$ cat config.mk
export PLATFORM = sky130hd
export DESIGN_NAME = pipe_redirect_ctrl_flat
export DESIGN_NICKNAME = d
export VERILOG_FILES = /design/src/rtl/pipe_redirect_ctrl_if.sv /design/src/rtl/pipe_redirect_ctrl.sv /design/src/flat_wrapper.sv
export SDC_FILE = /design/constraint.sdc
export NUM_CORES = 1
export LEC_CHECK = 0
export ABC_AREA = 1
export BUFFER_PORTS_ARGS = -buffer_cell sky130_fd_sc_hd__clkbuf_2
export CAP_MARGIN = 10
export CORE_ASPECT_RATIO = 0.9
export CORE_MARGIN = 3
export CORE_UTILIZATION = 41
export DETAILED_ROUTE_END_ITERATION = 6
export HOLD_SLACK_MARGIN = 0.05
export PLACE_DENSITY = 0.88
export REMOVE_ABC_BUFFERS = 1
export SLEW_MARGIN = 20
export SYNTH_ARGS = -nofsm -noshare
export SYNTH_HDL_FRONTEND = slang
export SYNTH_SLANG_ARGS = --single-unit
$ cat constraint.sdc
create_clock -name clk -period 1.2 [get_ports clk]
set_clock_uncertainty 0.2 [all_clocks]
set_input_delay 0.18 -clock clk [delete_from_list [all_inputs] [get_ports clk]]
set_output_delay 0.18 -clock clk [all_outputs]
set_load 0.02 [all_outputs]
$ cat src/rtl/pipe_redirect_ctrl_if.sv
// rtl/pipe_redirect_ctrl_if.sv - hazard/redirect bundle between pipeline and pipe_redirect_ctrl
// Stats signals exist only when PIPE_REDIRECT_STATS_EN is defined.
interface pipe_redirect_ctrl_if #(
  parameter int ADDR_W = 32
`ifdef PIPE_REDIRECT_STATS_EN
  , parameter int CNT_W = 32
`endif
);
  logic              stallreq_if;
  logic              stallreq_id;
  logic              stallreq_mem;
  logic              ex_jmp_en;
  logic [ADDR_W-1:0] ex_jmp_target;
  logic              if_pred_en;
  logic [ADDR_W-1:0] if_pred_target;
  logic [5:0]        stall;
  logic              pc_jmp_enable;
  logic [ADDR_W-1:0] pc_jmp_target;
  logic              pc_pred_enable;
  logic [ADDR_W-1:0] pc_prediction;
  logic              flush_if;
  logic              flush_id;
  logic              redirect_busy;
`ifdef PIPE_REDIRECT_STATS_EN
  logic [CNT_W-1:0]  stat_stall_cycles;
  logic [CNT_W-1:0]  stat_redirects;
`endif

  modport master (
    output stallreq_if, stallreq_id, stallreq_mem,
    output ex_jmp_en, ex_jmp_target, if_pred_en, if_pred_target,
    input  stall, pc_jmp_enable, pc_jmp_target, pc_pred_enable, pc_prediction,
    input  flush_if, flush_id, redirect_busy
`ifdef PIPE_REDIRECT_STATS_EN
    , input stat_stall_cycles, stat_redirects
`endif
  );

  modport slave (
    input  stallreq_if, stallreq_id, stallreq_mem,
    input  ex_jmp_en, ex_jmp_target, if_pred_en, if_pred_target,
    output stall, pc_jmp_enable, pc_jmp_target, pc_pred_enable, pc_prediction,
    output flush_if, flush_id, redirect_busy
`ifdef PIPE_REDIRECT_STATS_EN
    , output stat_stall_cycles, stat_redirects
`endif
  );
endinterface

$ cat src/rtl/pipe_redirect_ctrl.sv
// rtl/pipe_redirect_ctrl.sv - stall vector, redirect arbitration/hold and post-redirect squash
// Optional statistics counters are built when PIPE_REDIRECT_STATS_EN is defined.
module pipe_redirect_ctrl #(
  parameter int ADDR_W       = 32,
  parameter int FLUSH_CYCLES = 2
`ifdef PIPE_REDIRECT_STATS_EN
  , parameter int CNT_W      = 32
`endif
) (
  input logic                clk,
  input logic                rst,
  pipe_redirect_ctrl_if.slave bus
);
  typedef enum logic [1:0] {
    RUN    = 2'd0,
    HOLD   = 2'd1,
    SQUASH = 2'd2
  } state_e;

  localparam logic [3:0] SQ_INIT = 4'(FLUSH_CYCLES);

  state_e            state_q, state_d;
  logic [ADDR_W-1:0] pend_q, pend_d;
  logic [3:0]        sq_q, sq_d;

  logic [5:0]        stall_vec;
  logic              pc_stall;
  logic              if_stall;
  logic              ex_take;
  logic              ex_issue;
  logic              ex_defer;
  logic              hold_exit;

  logic              jmp_en;
  logic [ADDR_W-1:0] jmp_tgt;
  logic              pred_en;
  logic [ADDR_W-1:0] pred_tgt;
  logic              fl_if;
  logic              fl_id;

  always_comb begin
    if (bus.stallreq_mem)      stall_vec = 6'b011111;
    else if (bus.stallreq_id)  stall_vec = 6'b000111;
    else if (bus.stallreq_if)  stall_vec = 6'b000011;
    else                       stall_vec = 6'b000000;
  end

  assign pc_stall  = stall_vec[0];
  assign if_stall  = stall_vec[1];
  // An EX jump seen in HOLD belongs to the wrong path and is never taken.
  assign ex_take   = (state_q != HOLD) && bus.ex_jmp_en;
  assign ex_issue  = ex_take && !pc_stall;
  assign ex_defer  = ex_take && pc_stall;
  assign hold_exit = (state_q == HOLD) && !pc_stall;

  always_ff @(posedge clk or negedge rst) begin
    if (!rst) begin
      state_q <= RUN;
      pend_q  <= '0;
      sq_q    <= '0;
    end else begin
      state_q <= state_d;
      pend_q  <= pend_d;
      sq_q    <= sq_d;
    end
  end

  always_comb begin
    state_d = state_q;
    pend_d  = pend_q;
    sq_d    = sq_q;
    if (ex_issue || hold_exit) begin
      state_d = (FLUSH_CYCLES == 0) ? RUN : SQUASH;
      sq_d    = SQ_INIT;
    end else if (ex_defer) begin
      state_d = HOLD;
      pend_d  = bus.ex_jmp_target;
    end else if ((state_q == SQUASH) && !if_stall) begin
      if (sq_q <= 4'd1) begin
        state_d = RUN;
        sq_d    = 4'd0;
      end else begin
        sq_d    = sq_q - 4'd1;
      end
    end
  end

  always_comb begin
    jmp_en   = 1'b0;
    jmp_tgt  = '0;
    pred_en  = 1'b0;
    pred_tgt = '0;
    fl_if    = 1'b0;
    fl_id    = 1'b0;
    case (state_q)
      HOLD: begin
        jmp_en  = 1'b1;
        jmp_tgt = pend_q;
        fl_id   = 1'b1;
      end
      default: begin
        if (ex_take) begin
          fl_if = 1'b1;
          fl_id = 1'b1;
          if (!pc_stall) begin
            jmp_en  = 1'b1;
            jmp_tgt = bus.ex_jmp_target;
          end
        end else if (state_q == RUN) begin
          pred_en  = bus.if_pred_en;
          pred_tgt = bus.if_pred_target;
        end
      end
    endcase
  end

  // Reset forces every output low combinationally, independent of the clock.
  assign bus.stall          = rst ? stall_vec : 6'b000000;
  assign bus.pc_jmp_enable  = rst & jmp_en;
  assign bus.pc_jmp_target  = rst ? jmp_tgt : '0;
  assign bus.pc_pred_enable = rst & pred_en;
  assign bus.pc_prediction  = rst ? pred_tgt : '0;
  assign bus.flush_if       = rst & fl_if;
  assign bus.flush_id       = rst & fl_id;
  assign bus.redirect_busy  = rst & (state_q != RUN);

`ifdef PIPE_REDIRECT_STATS_EN
  logic [CNT_W-1:0] stat_stall_q, stat_stall_d;
  logic [CNT_W-1:0] stat_redir_q, stat_redir_d;

  always_comb begin
    stat_stall_d = stat_stall_q;
    stat_redir_d = stat_redir_q;
    if (pc_stall && (stat_stall_q != '1))
      stat_stall_d = stat_stall_q + CNT_W'(1);
    if ((ex_issue || hold_exit) && (stat_redir_q != '1))
      stat_redir_d = stat_redir_q + CNT_W'(1);
  end

  always_ff @(posedge clk or negedge rst) begin
    if (!rst) begin
      stat_stall_q <= '0;
      stat_redir_q <= '0;
    end else begin
      stat_stall_q <= stat_stall_d;
      stat_redir_q <= stat_redir_d;
    end
  end

  assign bus.stat_stall_cycles = rst ? stat_stall_q : '0;
  assign bus.stat_redirects    = rst ? stat_redir_q : '0;
`endif
endmodule

$ cat src/flat_wrapper.sv
// flat-port wrapper written by rule: the top's interface ports become plain ports
module pipe_redirect_ctrl_flat 
#(
  parameter int ADDR_W       = 32,
  parameter int FLUSH_CYCLES = 2

)
  (clk, rst, bus_stallreq_if, bus_stallreq_id, bus_stallreq_mem, bus_ex_jmp_en, bus_ex_jmp_target, bus_if_pred_en, bus_if_pred_target, bus_stall, bus_pc_jmp_enable, bus_pc_jmp_target, bus_pc_pred_enable, bus_pc_prediction, bus_flush_if, bus_flush_id, bus_redirect_busy);
  pipe_redirect_ctrl_if #(.ADDR_W(ADDR_W)) bus_i ();
  input logic clk;
  input logic rst;
  input wire logic [$bits(bus_i.stallreq_if)-1:0] bus_stallreq_if;
  input wire logic [$bits(bus_i.stallreq_id)-1:0] bus_stallreq_id;
  input wire logic [$bits(bus_i.stallreq_mem)-1:0] bus_stallreq_mem;
  input wire logic [$bits(bus_i.ex_jmp_en)-1:0] bus_ex_jmp_en;
  input wire logic [$bits(bus_i.ex_jmp_target)-1:0] bus_ex_jmp_target;
  input wire logic [$bits(bus_i.if_pred_en)-1:0] bus_if_pred_en;
  input wire logic [$bits(bus_i.if_pred_target)-1:0] bus_if_pred_target;
  output wire logic [$bits(bus_i.stall)-1:0] bus_stall;
  output wire logic [$bits(bus_i.pc_jmp_enable)-1:0] bus_pc_jmp_enable;
  output wire logic [$bits(bus_i.pc_jmp_target)-1:0] bus_pc_jmp_target;
  output wire logic [$bits(bus_i.pc_pred_enable)-1:0] bus_pc_pred_enable;
  output wire logic [$bits(bus_i.pc_prediction)-1:0] bus_pc_prediction;
  output wire logic [$bits(bus_i.flush_if)-1:0] bus_flush_if;
  output wire logic [$bits(bus_i.flush_id)-1:0] bus_flush_id;
  output wire logic [$bits(bus_i.redirect_busy)-1:0] bus_redirect_busy;
  assign bus_i.stallreq_if = bus_stallreq_if;
  assign bus_i.stallreq_id = bus_stallreq_id;
  assign bus_i.stallreq_mem = bus_stallreq_mem;
  assign bus_i.ex_jmp_en = bus_ex_jmp_en;
  assign bus_i.ex_jmp_target = bus_ex_jmp_target;
  assign bus_i.if_pred_en = bus_if_pred_en;
  assign bus_i.if_pred_target = bus_if_pred_target;
  assign bus_stall = bus_i.stall;
  assign bus_pc_jmp_enable = bus_i.pc_jmp_enable;
  assign bus_pc_jmp_target = bus_i.pc_jmp_target;
  assign bus_pc_pred_enable = bus_i.pc_pred_enable;
  assign bus_pc_prediction = bus_i.pc_prediction;
  assign bus_flush_if = bus_i.flush_if;
  assign bus_flush_id = bus_i.flush_id;
  assign bus_redirect_busy = bus_i.redirect_busy;
  pipe_redirect_ctrl #(.ADDR_W(ADDR_W), .FLUSH_CYCLES(FLUSH_CYCLES)) u_core (.clk(clk), .rst(rst), .bus(bus_i));
endmodule
==> results.json <==
{
  "multiInputGateArea_um2": 1570,
  "whs_ps": 162,
  "slew_violations": 0,
  "dr.pass1.iters": 7,
  "grt_antenna_before_repair": 0,
  "ant_nets": 0,
  "cts_max_level": 2,
  "first_iter_violations": 223,
  "yosysWarnings": 0,
  "violations": "negative setup slack",
  "grt_max_degree": 34,
  "yosysMostFrequentCell": "nand2_1",
  "clkLatencyLatePin_ps": 300,
  "cp-start-kind": "flop",
  "path_class": "reg -> out",
  "cts-buffers-inserted": 5,
  "start_util_pct": 44.1,
  "netlist_area_um2": 2610,
  "cts_tree": "yes",
  "postSynthAreaPerCell_um2": 6.77,
  "syn2layout_area_growth_pct": 86.8,
  "viasPerCell": 5.27,
  "worstHoldStart": "bus_ex_jmp_en",
  "async_reset_ff_share_pct": 100,
  "cap_violations": 0,
  "yosysSeqAreaShare_pct": 36.4,
  "synth.distinct_cells": 25,
  "synth_edf_count": 0,
  "fill_cells": 332,
  "yosysTopAreaCell": "dfrtp_1",
  "ctsLongestPathBuffers": 2,
  "n_antenna_cell": 0,
  "vias": 3611,
  "cts.sinks": 38,
  "io_pins": 146,
  "drive_above_1_share_pct": 51.1,
  "finalHoldViolCount": 0,
  "synthFlopType": "dfrtp_1",
  "hold_depth": 4,
  "ys_ff_latch": 38,
  "powerDensity_nw_per_um2": 1950,
  "finalCritPeriodShare_pct": 175,
  "crit_arrival_ps": 1720,
  "cp-end-kind": "output port",
  "dieArea_um2": 7370,
  "wl_per_cell_um": 17.6,
  "rows": 26,
  "layout_setup_ws_ps": -900,
  "ir_worst_vdd_v": 0.00142,
  "clkTransAtPathRegs_ps": 90,
  "r2r-start": "u_core.state_q[0]",
  "core-area_um2": 5920,
  "crit_start": "u_core.state_q[0]",
  "synth_top_cell_area_share_pct": 36.4,
  "fmax_ghz": 0.476,
  "min_path_type": "in -> reg",
  "place.gp.congestion": 0.813,
  "dieWidth_um": 90.2,
  "worstPathRequired_ps": 820,
  "leakagePower_nw": 2.52,
  "min_period_ps": 2100,
  "grt_pass1_wl_mm": 16.2,
  "synthTopCellsByArea": "dfrtp_1 (36%), nand2_1 (20%), o21ai_2 (6.7%), nor2_1 (6.5%), a21oi_1 (6.3%)",
  "grt-ovfl-total": 0,
  "io_buffer_count": 144,
  "dp_hpwl_mm": 6.14,
  "setup_viol": 111,
  "synthCells": 386,
  "wl_mm": 12.1,
  "post-route-drc-count": 0,
  "regArea_um2": 951,
  "grt_setup_unrepaired": "true",
  "synth_top_cells_by_count": "nand2_1 (142), nor2_1 (45), inv_1 (43)",
  "path_max_fanout": 8,
  "outcome": "complete, but fails checks",
  "die_y_um": 81.7,
  "grt_pass1_vias": 3337,
  "nNetsFinal": 673,
  "grt_usage_pct": 27.5,
  "cts_root_buffer": "clkbuf_8",
  "r2r_cells": 9,
  "finalSetupTns_ps": -72850
}
## cells in the final DEF, fill, tap and decap left out, drive strengths merged
master,synthesis,routed
bufinv,0,2
xor2,1,1
nand3,8,8
clkbuf,3,122
dfrtp,38,38
a22oi,1,1
buf,23,83
clkinv,0,1
conb,1,1
ha,2,2
inv,44,44
nor2,48,48
o21ai,32,32
a21oi,33,33
dlygate4sd3,0,33
nand2,152,152
## per-layer routing
metal	track usage (%)	vias to the layer above	part of all wire (%)
li1	-	1604	-
met1	29.4	1680	32
met2	55.0	269	52
met3	6.04	58	10
met4	8.10	0	5.1
met5	0	-	0
## worst max-delay path, stage by stage, from the launching register on
cell      delay (ps)
dfrtp_1          440
nand2_4          120
nand2_4           70
nor2_8           130
buf_6            170
nand2_2           90
a21oi_2          190
clkbuf_4         200
## through the flow
stage	area, um^2	power [mW]	utilization, %	std cells	worst slack [ps]
3_5_place_dp	3520	5.85	59.4	617	-495
2_1_floorplan	2410	4.43	-	360	-829
4_1_cts	4570	8.50	77.2	672	-797
5_1_grt	4880	9.96	82.5	685	-924
3_3_place_gp	3520	5.71	59.4	617	-461
6_report	4880	9.50	82.5	685	-900
## final timing paths
path	endpoint	slack, ps
max in group asynchronous	u_core.pend_q[24]	30
worst min register to register	u_core.pend_q[10]	300
worst max register to register	u_core.pend_q[27]	-610
min in group asynchronous	u_core.pend_q[31]	460
worst max-delay path	bus_pc_jmp_target[29]	-900
worst min-delay path	u_core.state_q[0]	160
## cell type report
cell class                 instances  share of cell area, %
timing repair buffer             233                   39.9
multi-input combinational        278                   32.2
sequential                        38                   19.5
inverter                          44                   3.43
tap                               84                   2.15
clock buffer                       5                   1.41
clock inverter                     3                   1.41
## repair_timing
item | 4_1_cts | 5_1_grt
setup buffers | 10 | 14
cloned | 5 | 3
hold buffers | 33 | 1
hold endpoints to repair | 70 | 38
gates resized for setup | 108 | 101
pin swaps | 11 | 6
endpoints found under the setup margin | 112 | 112
## cell families (layout without fill, tap and decap cells)
group                      after synthesis  in the layout  synth area share, %
and+or+nand+nor                        208            208                 32.6
xor gates and xnor gates                 1              1                0.335
AOI/OAI and AO/OA                       66             66                 15.6
buffers and inverters                   70            285                 14.0
DFF                                     38             38                 36.4
adders and majority gates                2              2                0.957
other                                    1              1                0.143
## state kept, by name, indices dropped and copies added, names as in the netlist
name            count
u_core.state_q      2
u_core.sq_q         4
u_core.pend_q      32
## power breakdown
| part | switching, mW | internal (mW) | leakage [nW] | total [mW] |
|---|---|---|---|---|
| registers | 0.491 | 1.84 | 0.472 | 2.34 |
| logic | 3.09 | 2.68 | 1.98 | 5.77 |
| clock network | 0.561 | 0.834 | 0.0683 | 1.40 |
| total | 4.14 | 5.36 | 2.52 | 9.50 |
No activity file was read; power rests on OpenSTA's default activity.
